<file path="src/rtl/md_issue_ctrl.sv">
// Issue controller between the DX stage and a multi-cycle multdiv unit.
// Latches operands, pulses a start, waits for a result or times out.
module md_issue_ctrl #(
  parameter int TIMEOUT = 63,
  parameter int CNT_W   = 6
) (
  input  logic        clock,
  input  logic        reset,
  input  logic        issue_mul,
  input  logic        issue_div,
  input  logic        flush,
  input  logic [31:0] op_a,
  input  logic [31:0] op_b,
  input  logic [4:0]  dest_reg,
  input  logic [31:0] md_result,
  input  logic        md_exception,
  input  logic        md_resultRDY,
  output logic [31:0] md_a,
  output logic [31:0] md_b,
  output logic        md_ctrl_mult,
  output logic        md_ctrl_div,
  output logic        stall,
  output logic        busy,
  output logic        wb_valid,
  output logic [31:0] wb_data,
  output logic [4:0]  wb_reg,
  output logic        wb_exception,
  output logic        illegal_issue
);

  typedef enum logic [1:0] {
    S_IDLE,
    S_START,
    S_BUSY,
    S_DONE
  } state_e;

  localparam logic [CNT_W-1:0] TMO = CNT_W'(TIMEOUT);

  state_e           state_q, state_d;
  logic [CNT_W-1:0] cnt_q, cnt_d;
  logic [31:0]      a_q, a_d;
  logic [31:0]      b_q, b_d;
  logic [4:0]       dst_q, dst_d;
  logic             mul_q, mul_d;
  logic [31:0]      wbd_q, wbd_d;
  logic [4:0]       wbr_q, wbr_d;
  logic             wbe_q, wbe_d;

  logic go;
  logic stall_c, mul_c, div_c;
  logic valid_c, ill_c;

  assign go = (issue_mul ^ issue_div) & ~flush;

  always_comb begin
    state_d = state_q;
    cnt_d   = cnt_q;
    a_d     = a_q;
    b_d     = b_q;
    dst_d   = dst_q;
    mul_d   = mul_q;
    wbd_d   = wbd_q;
    wbr_d   = wbr_q;
    wbe_d   = wbe_q;
    stall_c = 1'b0;
    mul_c   = 1'b0;
    div_c   = 1'b0;
    valid_c = 1'b0;
    ill_c   = 1'b0;
    unique case (state_q)
      S_IDLE: begin
        stall_c = go;
        ill_c   = issue_mul & issue_div;
        if (go) begin
          a_d     = op_a;
          b_d     = op_b;
          dst_d   = dest_reg;
          mul_d   = issue_mul;
          state_d = S_START;
        end
      end
      S_START: begin
        stall_c = 1'b1;
        mul_c   = mul_q;
        div_c   = ~mul_q;
        cnt_d   = '0;
        state_d = S_BUSY;
      end
      S_BUSY: begin
        stall_c = 1'b1;
        if (md_resultRDY) begin
          wbd_d   = md_result;
          wbe_d   = md_exception;
          wbr_d   = dst_q;
          state_d = S_DONE;
        end else if (cnt_q == TMO) begin
          // No answer from the unit: retire as a faulting zero result.
          wbd_d   = '0;
          wbe_d   = 1'b1;
          wbr_d   = dst_q;
          state_d = S_DONE;
        end else begin
          cnt_d = cnt_q + CNT_W'(1);
        end
      end
      S_DONE: begin
        valid_c = 1'b1;
        state_d = S_IDLE;
      end
      default: state_d = S_IDLE;
    endcase
  end

  always_ff @(posedge clock) begin
    if (reset) begin
      state_q <= S_IDLE;
      cnt_q   <= '0;
      a_q     <= '0;
      b_q     <= '0;
      dst_q   <= '0;
      mul_q   <= 1'b0;
      wbd_q   <= '0;
      wbr_q   <= '0;
      wbe_q   <= 1'b0;
    end else begin
      state_q <= state_d;
      cnt_q   <= cnt_d;
      a_q     <= a_d;
      b_q     <= b_d;
      dst_q   <= dst_d;
      mul_q   <= mul_d;
      wbd_q   <= wbd_d;
      wbr_q   <= wbr_d;
      wbe_q   <= wbe_d;
    end
  end

  // Pulses are masked so an in-flight op aborts silently under reset.
  assign stall         = stall_c & ~reset;
  assign md_ctrl_mult  = mul_c & ~reset;
  assign md_ctrl_div   = div_c & ~reset;
  assign wb_valid      = valid_c & ~reset;
  assign illegal_issue = ill_c & ~reset;
  assign busy          = (state_q != S_IDLE);
  assign md_a          = a_q;
  assign md_b          = b_q;
  assign wb_data       = wbd_q;
  assign wb_reg        = wbr_q;
  assign wb_exception  = wbe_q;

endmodule
</file>
<file path="config.mk">
export PLATFORM = sky130hd
export DESIGN_NAME = md_issue_ctrl
export DESIGN_NICKNAME = d
export VERILOG_FILES = /design/src/rtl/md_issue_ctrl.sv
export SDC_FILE = /design/constraint.sdc
export NUM_CORES = 1
export LEC_CHECK = 0
export BUFFER_PORTS_ARGS = -buffer_cell sky130_fd_sc_hd__clkbuf_2
export CORE_ASPECT_RATIO = 0.6
export CORE_MARGIN = 5
export CORE_UTILIZATION = 35
export CTS_BUF_LIST = sky130_fd_sc_hd__clkbuf_2
export DETAILED_ROUTE_END_ITERATION = 16
export MAX_ROUTING_LAYER = met4
export PLACE_DENSITY = 0.7
export SYNTH_ARGS = -nofsm -noshare
export SYNTH_HDL_FRONTEND = slang
export SYNTH_SLANG_ARGS = --single-unit
</file>
<file path="constraint.sdc">
create_clock -name clock -period 2.3 [get_ports clock]
set_input_delay 0 -clock clock [delete_from_list [all_inputs] [get_ports clock]]
set_output_delay 0 -clock clock [all_outputs]
set_load 0.005 [all_outputs]
</file>
==> impl_metrics.py, run 1 <==
metrics = {
    "status": {
        "outcome": "stopped before the end",
        "stop_stage": "4_1_cts",
        "tool.error": "[ERROR RSZ-0060] Max buffer count reached.",
    },
    "synthesis": {
        "synth-seq-area-share_pct": 55.1,
        "ys_async_sr_fraction_pct": 0,
        "ys_types": 38,
        "syn_inst": 470,
        "yosys_warnings": 0,
        "ys_ff_latch": 116,
        "avgSynthCellArea_um2": 8.97,
        "synth_area_mm2": 0.00422,
        "ys.flop_type": "dfxtp_1",
        "synth_area_leader_cell": "dfxtp_1",
        "synth.top_cell.area_share_pct": 55.1,
        "syn_nets": 586,
        "synth_area_leaders": "dfxtp_1 55%, nand2_1 13%, a21oi_1 8.9%",
        "synth_edf_count": 0,
    },
    "floorplanning": {
        "initial_utilization_pct": 35.4,
        "io_pins": 216,
        "die-width_um": 152,
        "num_rows": 31,
        "dieHeight_um": 95.0,
    },
    "clocking": {
        "cts_buffers": 17,
        "cts_root_buffer": "clkbuf_2",
        "post_cts_buffers": 0,
        "cts_resized": 0,
        "htreeDepth": 4,
        "cts.sinks": 116,
        "cts-hold-fix-buffers": 172,
        "ctsLongestPathBuffers": 2,
    },
    "placement": {
        "port_buffers": 215,
        "routabilityCongestion": 0.745,
        "place.detailed.hpwl_um": 8670,
        "post-place-ws_ps": 335,
    },
}
==> synth_stat cells, types with 2 or more instances <==
cell type	instances
clkbuf_1	11
nor3b_1	2
o21ai_0	6
nor3_1	4
nand4b_1	5
nor2_1	9
o211ai_1	2
buf_6	3
a21oi_1	75
ha_1	8
nand2b_1	7
dfxtp_1	116
nand3_1	3
a22o_1	32
nand2_1	143
inv_1	5
buf_2	18
==> metrics by stage <==
stage / instances / hold WS [ps] / cell area, µm²
after floorplan: 470 / 133 / 4220
after global placement: 824 / 218 / 5400
after detailed placement: 824 / 220 / 5400
==> cell families after synthesis <==
family | after synthesis | share of synthesized area [%]
AOI/OAI and AO/OA | 124 | 18.8
xor gates and xnor gates | 1 | 0.208
adders and majority gates | 8 | 2.37
buffers and inverters | 37 | 4.36
DFF | 116 | 55.1
muxes | 1 | 0.267
and+or+nand+nor | 183 | 18.9
==> run 2, diff against run 1 <==
CORE_ASPECT_RATIO = not set   (was 0.6)
CORE_UTILIZATION = 20   (was 35)
CTS_BUF_LIST = not set   (was sky130_fd_sc_hd__clkbuf_2)
MAX_ROUTING_LAYER = not set   (was met4)
PLACE_DENSITY = not set   (was 0.7)
PLACE_DENSITY_LB_ADDON = 0.15   (was not set)
==> impl_metrics.py, run 2 <==
metrics = {
    "status": {
        "outcome": "completed",
    },
    "setup_path": {
        "worstPathRequired_ps": 2300,
        "worstSetupEndpointType": "output port",
        "worstSetupPathType": "register to output port",
        "start_kind": "register",
        "critical_path_arrival_ps": 2030,
        "crit_fanout": 37,
    },
    "power_and_ir_drop": {
        "p_total_uw": 6500,
        "peakVddDrop_mv": 0.407,
        "leakage_uw": 0.00317,
        "power_density_mw_per_mm2": 901,
    },
    "floorplanning": {
        "io_pins": 216,
        "initial_utilization_pct": 20.2,
        "die_area_mm2": 0.0241,
        "dieHeight_um": 155,
        "die-width_um": 155,
        "core_region_area_mm2": 0.0209,
        "num_rows": 53,
    },
    "clocking": {
        "cts.sinks": 116,
        "cts_buffers": 17,
        "path_clk_slew_ps": 50,
        "cts_tree": "done",
        "clk_latency_ps": 400,
        "post_cts_buffers": 0,
        "cts_root_buffer": "clkbuf_16",
        "htreeDepth": 4,
        "ctsLongestPathBuffers": 2,
    },
    "min_path": {
        "hp-class": "primary input to register",
    },
    "cells_and_area": {
        "layout-drive-gt1-share_pct": 32.4,
        "finish.instance_area_mm2": 0.00721,
        "area_growth_pct": 70.9,
        "final_cell_mix": "214 x clkbuf_2, 143 x nand2_1, 116 x dfxtp_1, 104 x dlygate4sd3_1, 75 x a21oi_1",
        "finalNetCount": 897,
        "nFillCells": 2139,
        "mostFrequentLayoutCell": "clkbuf_2",
        "antenna_cells": 0,
    },
    "synthesis": {
        "ys_ff_latch": 116,
        "synth_edf_count": 0,
        "yosys_warnings": 0,
        "yosysMostFrequentCell": "nand2_1",
        "syn_nets": 586,
        "synth_area_mm2": 0.00422,
        "synth-seq-area-share_pct": 55.1,
        "syn_inst": 470,
        "avgSynthCellArea_um2": 8.97,
        "synth_area_leaders": "dfxtp_1 55%, nand2_1 13%, a21oi_1 8.9%",
        "ys.flop_type": "dfxtp_1",
        "synth.top_cell.area_share_pct": 55.1,
        "synth_area_leader_cell": "dfxtp_1",
        "ys_async_sr_fraction_pct": 0,
        "ys_types": 38,
        "synthTopCellsByCount": "143 x nand2_1, 116 x dfxtp_1, 75 x a21oi_1",
    },
    "detailed_routing": {
        "drc_errors": 0,
        "vias": 4401,
        "dr.pass1.iters": 4,
        "vias_per_cell": 4.12,
        "routed_wl_um": 14000,
        "wl_per_cell_um": 13.1,
        "ant_nets": 0,
        "drt-initial-drc-count": 168,
    },
    "sta": {
        "final_max_slew_viol_count": 0,
        "period_share_pct": 88.3,
        "hold_slack_ps": 50.4,
        "rsz0062_at_grt": "false",
        "fmax_ghz": 0.492,
        "worstMarginPinSlew_ps": 850,
        "fin_skew_ps": 7.53,
        "setup_violations": 0,
        "relSlewSlack_pct": 43.2,
        "period_minus_slack_ps": 2030,
        "setup_tns_ps": 0,
        "finalHoldViolCount": 0,
    },
    "grt": {
        "grt.overflow.total": 0,
        "grt_pass1_vias": 4549,
        "grt_max_degree": 71,
        "grt_pass1_wl_um": 22100,
        "antenna_found_initial": 0,
        "track_usage_pct": 11.4,
    },
    "placement": {
        "port_buffers": 215,
        "place.detailed.hpwl_um": 9160,
        "placed_area_mm2": 0.00553,
        "routabilityCongestion": 0.773,
    },
    "job": {
        "maxCapViolCount": 0,
    },
}
[run 2: cell type report]
cell class	count	area [µm²]	share of cell area [%]
multi-input combinational	317	1720	23.9
clock inverter	9	150	2.08
sequential	116	2320	32.2
clock buffer	23	478	6.63
timing repair buffer	324	2170	30.2
inverter	5	18.8	0.260
tap	275	344	4.77
[run 2: worst paths after layout]
check	start	end	slack [ps]	cells after the start
hold / removal	reset	md_b[25]	50	2
setup / recovery	state_q[1]	stall	270	8
setup reg to reg	cnt_q[0]	wb_data[25]	320	5
hold reg to reg	md_b[10]	md_b[10]	450	2
[run 2: critical path, cell delays in order, from the launching register on]
cell and delay (ps):
dfxtp_1 340, inv_1 130, ha_1 180, inv_1 100, nor3_4 210, buf_6 310
nor2_1 70, nor3_1 140, clkbuf_2 160
[run 2: power breakdown]
| part | total (µW) | internal [µW] | switching, µW |
|---|---|---|---|
| Sequential | 2370 | 2240 | 131 |
| Clock | 2810 | 1890 | 911 |
| Combinational | 1320 | 599 | 720 |
| Total | 6500 | 4730 | 1760 |
[run 2: per-stage QoR]
stage | instances | util [%] | worst slack [ps]
4_1_cts | 1069 | 34.5 | 97.8
5_1_grt | 1069 | 34.5 | 51.6
6_report | 1069 | 34.5 | 268
3_5_place_dp | 933 | 26.5 | 280
3_3_place_gp | 933 | 26.5 | 402
2_1_floorplan | 470 | - | 742
[run 2: cells by family (layout without fill, tap and decap cells)]
group                    count (synthesis)  count (layout)  share of synthesized area [%]
buffers and inverters                   37             361                           4.36
AO/OA/AOI/OAI                          124             124                           18.8
flip-flops                             116             116                           55.1
multiplexers                             1               1                          0.267
adder cells (fa/ha/maj)                  8               8                           2.37
XOR/XNOR                                 1               1                          0.208
AND/OR/NAND/NOR                        183             183                           18.9
[run 2: metal layers]
metal / global-route usage (%) / wire length [µm]
met1: 13.1 / 5890
met2: 19.6 / 6800
met3: 3.81 / 1040
met4: 4.79 / 295
met5: 0 / 0
[run 2: what timing repair did]
action,in CTS,in global routing
hold buffers,104,0
hold endpoints to repair,103,0
gates resized for setup,0,1
setup endpoints to repair,0,1
Power figures use the tool's default switching activity.
==> run 3, diff against run 2 <==
CORE_MARGIN = 10   (was 5)
clock period = 1.95 ns   (was 2.3 ns; I/O delays follow)
==> impl_metrics.py, run 3 (synthesized netlist as in run 2, its figures left out) <==
metrics = {
    "sta": {
        "fmax_ghz": 0.551,
        "finalHoldViolCount": 0,
        "setup_violations": 0,
        "period_share_pct": 93.1,
        "hold_slack_ps": 35.8,
        "fin_skew_ps": 6.91,
        "final_max_slew_viol_count": 0,
        "rsz0062_at_grt": "false",
        "period_minus_slack_ps": 1820,
        "setup_tns_ps": 0,
        "relSlewSlack_pct": 48.6,
        "worstMarginPinSlew_ps": 772,
    },
    "cells_and_area": {
        "antenna_cells": 0,
        "mostFrequentLayoutCell": "clkbuf_2",
        "layout-drive-gt1-share_pct": 32.9,
        "nFillCells": 2151,
        "final_cell_mix": "214 x clkbuf_2, 143 x nand2_1, 116 x dfxtp_1, 105 x dlygate4sd3_1, 75 x a21oi_1",
        "finalNetCount": 903,
        "area_growth_pct": 73.1,
    },
    "setup_path": {
        "crit_fanout": 73,
        "worstSetupPathType": "primary input to output port",
        "worstSetupEndpointType": "output port",
        "worstPathRequired_ps": 1950,
        "path_cells": "dlygate4sd3_1, buf_4, buf_4, and3b_1, clkbuf_2",
        "crit_slowest_cell": "buf_4",
        "critPathMaxStageDelay_ps": 660,
        "critical_path_arrival_ps": 1820,
        "crit_top_cell": "buf_4",
        "start_kind": "primary input",
    },
    "detailed_routing": {
        "drt-initial-drc-count": 262,
        "routed_wl_um": 15700,
        "dr.pass1.iters": 4,
        "wl_per_cell_um": 14.6,
        "ant_nets": 0,
        "vias_per_cell": 4.09,
        "vias": 4397,
        "drc_errors": 0,
    },
    "floorplanning": {
        "dieHeight_um": 165,
        "num_rows": 53,
        "io_pins": 216,
        "die_area_mm2": 0.0273,
        "die-width_um": 165,
        "core_region_area_mm2": 0.0209,
        "initial_utilization_pct": 20.2,
    },
    "placement": {
        "routabilityCongestion": 0.706,
        "place.detailed.hpwl_um": 10300,
        "port_buffers": 215,
    },
    "clocking": {
        "cts_tree": "done",
        "cts.sinks": 116,
        "cts_buffers": 17,
        "ctsLongestPathBuffers": 2,
        "path_clk_slew_ps": 50,
        "clk_latency_ps": 400,
        "cts_root_buffer": "clkbuf_16",
        "htreeDepth": 4,
    },
    "grt": {
        "grt_pass1_wl_um": 24400,
        "grt_max_degree": 74,
        "grt.overflow.total": 0,
        "track_usage_pct": 11.1,
        "antenna_found_initial": 0,
        "grt_pass1_vias": 4791,
    },
    "power_and_ir_drop": {
        "leakage_uw": 0.00321,
        "peakVddDrop_mv": 0.465,
        "p_total_uw": 7850,
        "internal-power_uw": 5690,
        "seq_power_share_pct": 35.5,
        "power_density_mw_per_mm2": 1080,
        "pwr-share-comb_pct": 21.4,
        "swShare_pct": 27.5,
        "p_sw_uw": 2160,
        "power_frac_clock_pct": 43.1,
    },
    "status": {
        "outcome": "completed",
    },
    "job": {
        "maxCapViolCount": 0,
    },
    "min_path": {
        "hp-class": "primary input to register",
    },
}
## run 3: cell types whose count changed in the layout (fill, tap and decap cells not counted), sizes merged
cell / delta
a21oi: +1
buf: +3
clkinvlp: -1
clkbuf: -2
clkinv: +2
bufinv: +1
dlygate4sd3: +1
## run 3: repair_timing
action	in CTS	in global routing
setup endpoints to repair	32	100
resized for setup	1	3
endpoints found under the hold margin	103	0
buffers inserted	0	0
pin swaps	0	1
gates cloned	0	2
hold buffers	105	0
## run 3: metal layers
| metal | global-route usage (%) | part of all wire (%) |
|---|---|---|
| met5 | 0 | 0 |
| met4 | 3.30 | 0.59 |
| met3 | 5.11 | 9.6 |
| met2 | 18.6 | 47 |
| met1 | 12.5 | 43 |
## run 3: per-stage QoR
stage | setup slack [ps] | util, % | instances | area [µm²]
after global routing | 36.8 | 34.9 | 1074 | 7300
after floorplan | 392 | - | 470 | 4220
after CTS | 91.9 | 34.7 | 1072 | 7250
after detailed placement | -82.6 | 26.7 | 936 | 5570
after global placement | -59.9 | 26.7 | 936 | 5570
final | 134 | 34.9 | 1074 | 7300
## run 3: path summary, 6_finish.rpt
path           startpoint      endpoint  slack (ps)  depth (start not counted)
max                 reset  md_ctrl_mult         130                          5
min          md_resultRDY  wb_exception          40                          4
max reg2reg    state_q[0]       md_b[6]         230                          8
min reg2reg      md_b[10]      md_b[10]         450                          2
## run 3: critical path, delay by kind of cell
kind / cells / cell delay [ps]
and+or+nand+nor: 1 / 260
buffers and inverters: 4 / 1530
## run 3: final cells by class
type | count | area [µm²] | area share, %
Tap cell | 275 | 344 | 4.71
Multi-Input combinational cell | 318 | 1750 | 23.9
Inverter | 5 | 18.8 | 0.257
Sequential cell | 116 | 2320 | 31.8
Timing Repair Buffer | 329 | 2240 | 30.7
Clock buffer | 20 | 447 | 6.12
Clock inverter | 11 | 183 | 2.50
## run 3: power by group through the flow
stage | clock network [µW] | registers [µW] | logic (µW)
floorplan | 0 | 2850 | 790
global placement | 0 | 2830 | 1470
detailed placement | 0 | 2840 | 1490
CTS | 3490 | 2790 | 1660
global route | 3600 | 2820 | 1900
finish | 3380 | 2790 | 1680
==> run 4, diff against run 3 <==
CORE_MARGIN = 5   (was 10)
CTS_CLUSTER_DIAMETER = 50   (was not set)
==> impl_metrics.py, run 4 (synthesized netlist as in run 2, its figures left out) <==
metrics = {
    "sta": {
        "fin_skew_ps": 6.60,
        "final_max_slew_viol_count": 0,
        "worstMarginPinSlew_ps": 816,
        "setup_tns_ps": 0,
        "finalHoldViolCount": 0,
        "fmax_ghz": 0.528,
        "setup_slack_ps": 55.1,
        "period_minus_slack_ps": 1890,
        "period_share_pct": 97.2,
        "setup_violations": 0,
        "relSlewSlack_pct": 45.6,
        "hold_slack_ps": 129,
        "rsz0062_at_grt": "true",
    },
    "detailed_routing": {
        "vias_per_cell": 4.12,
        "routed_wl_um": 14200,
        "drc_errors": 0,
        "dr.pass1.iters": 4,
        "vias": 4420,
        "ant_nets": 0,
        "drt-initial-drc-count": 176,
        "wl_per_cell_um": 13.3,
    },
    "placement": {
        "post-place-ws_ps": 43.9,
        "place.detailed.hpwl_um": 8990,
        "port_buffers": 215,
        "routabilityCongestion": 0.762,
    },
    "setup_path": {
        "worstSetupEndpointType": "register",
        "worstRegToRegCells": 5,
        "crit_fanout": 16,
        "path_buf_inv": 0,
        "critPathMaxStageDelay_ps": 670,
        "worstPathRequired_ps": 2300,
        "crit_slowest_cell": "a21oi_2",
        "cpLargestDelayFamily": "compound AO/OA/AOI/OAI gates",
        "worstSetupPathType": "register to register",
        "critical_path_arrival_ps": 2240,
        "start_kind": "register",
        "path_cells": "ha_1, nand2_1, o21bai_4, a21oi_2, a22o_1",
        "cp.depth": 5,
    },
    "floorplanning": {
        "num_rows": 53,
        "die_area_mm2": 0.0241,
        "dieHeight_um": 155,
        "initial_utilization_pct": 20.2,
        "io_pins": 216,
        "core_region_area_mm2": 0.0209,
        "die-width_um": 155,
    },
    "min_path": {
        "hold_depth": 4,
        "hp-class": "primary input to register",
    },
    "cells_and_area": {
        "finalNetCount": 901,
        "antenna_cells": 0,
        "final_cell_mix": "214 x clkbuf_2, 143 x nand2_1, 116 x dfxtp_1, 105 x dlygate4sd3_1, 75 x a21oi_1",
        "layout-drive-gt1-share_pct": 32.7,
        "nFillCells": 2160,
        "area_growth_pct": 70.6,
        "final_core_util_pct": 34.4,
        "mostFrequentLayoutCell": "clkbuf_2",
    },
    "power_and_ir_drop": {
        "seq_power_share_pct": 38.2,
        "power_frac_clock_pct": 39.6,
        "pwr-share-comb_pct": 22.2,
        "swShare_pct": 29.0,
        "leakage_uw": 0.00315,
        "p_sw_uw": 2120,
        "internal-power_uw": 5200,
        "peakVddDrop_mv": 0.484,
        "power_density_mw_per_mm2": 1020,
    },
    "clocking": {
        "htreeDepth": 4,
        "cts.sinks": 116,
        "cts_tree": "done",
        "path_clk_slew_ps": 50,
        "cts_root_buffer": "clkbuf_16",
        "cts_buffers": 17,
        "ctsLongestPathBuffers": 2,
        "clk_latency_ps": 410,
        "post_cts_buffers": 0,
    },
    "job": {
        "maxCapViolCount": 0,
    },
    "grt": {
        "grt_pass1_wl_um": 22500,
        "antenna_found_initial": 0,
        "grt_pass1_vias": 4479,
        "grt.overflow.total": 0,
        "grt_max_degree": 79,
        "track_usage_pct": 11.6,
    },
    "status": {
        "outcome": "completed",
    },
}
==> run 4: changes by cell type in the layout (fill, tap and decap cells not counted), sizes merged <==
cell / delta
bufinv: -4
clkinvlp: +2
buf: -1
clkbuf: +1
==> run 4: worst paths after layout <==
path,from,endpoint,slack [ps]
setup / recovery,cnt_q[0],wb_data[31],60
hold reg to reg,md_b[2],md_b[2],450
setup reg to reg,cnt_q[0],wb_data[31],60
hold / removal,flush,state_q[1],130
==> run 4: repair_timing <==
| item | CTS | global route |
|---|---|---|
| endpoints found under the setup margin | 0 | 33 |
| resized for setup | 0 | 2 |
| hold endpoints to repair | 103 | 0 |
| hold buffers | 105 | 0 |
==> run 4: routing by layer <==
| metal | track usage (%) | up-vias | share of wire, % |
|---|---|---|---|
| li1 | - | 2231 | - |
| met1 | 13.3 | 2037 | 42 |
| met2 | 19.8 | 136 | 49 |
| met3 | 3.73 | 16 | 7.1 |
| met4 | 5.09 | 0 | 1.8 |
| met5 | 0 | - | 0 |
==> run 4: power by group through the flow <==
stage / sequential (µW) / clock (µW) / combinational, µW
5_1_grt: 2830 / 3140 / 1830
6_report: 2800 / 2900 / 1630
4_1_cts: 2800 / 3020 / 1640
3_3_place_gp: 2840 / 0 / 1440
2_1_floorplan: 2850 / 0 / 790
3_5_place_dp: 2840 / 0 / 1470
==> run 4: worst reg2reg max path: cells and delay by family, from the launching register on <==
| family | cells | cell delay [ps] |
|---|---|---|
| AOI/OAI and AO/OA | 3 | 1030 |
| adders and majority gates | 1 | 250 |
| and+or+nand+nor | 1 | 210 |
| DFF | 1 | 340 |
==> run 4: stage by stage <==
| stage | std cells | power (µW) | cell area (µm²) |
|---|---|---|---|
| after floorplan | 470 | 3640 | 4220 |
| after global placement | 935 | 4280 | 5590 |
| after detailed placement | 935 | 4310 | 5590 |
| after CTS | 1071 | 7460 | 7180 |
| after global routing | 1072 | 7800 | 7190 |
| final | 1072 | 7320 | 7190 |
==> run 4: final cells by class <==
| cell class | count | area (µm²) | area share [%] |
|---|---|---|---|
| flip-flops and latches | 116 | 2320 | 32.3 |
| repair buffers | 327 | 2230 | 31.0 |
| multi-input cells | 318 | 1730 | 24.1 |
| clock buffers | 22 | 464 | 6.45 |
| well taps | 275 | 344 | 4.78 |
| clock inverters | 9 | 81.3 | 1.13 |
| inverters | 5 | 18.8 | 0.261 |
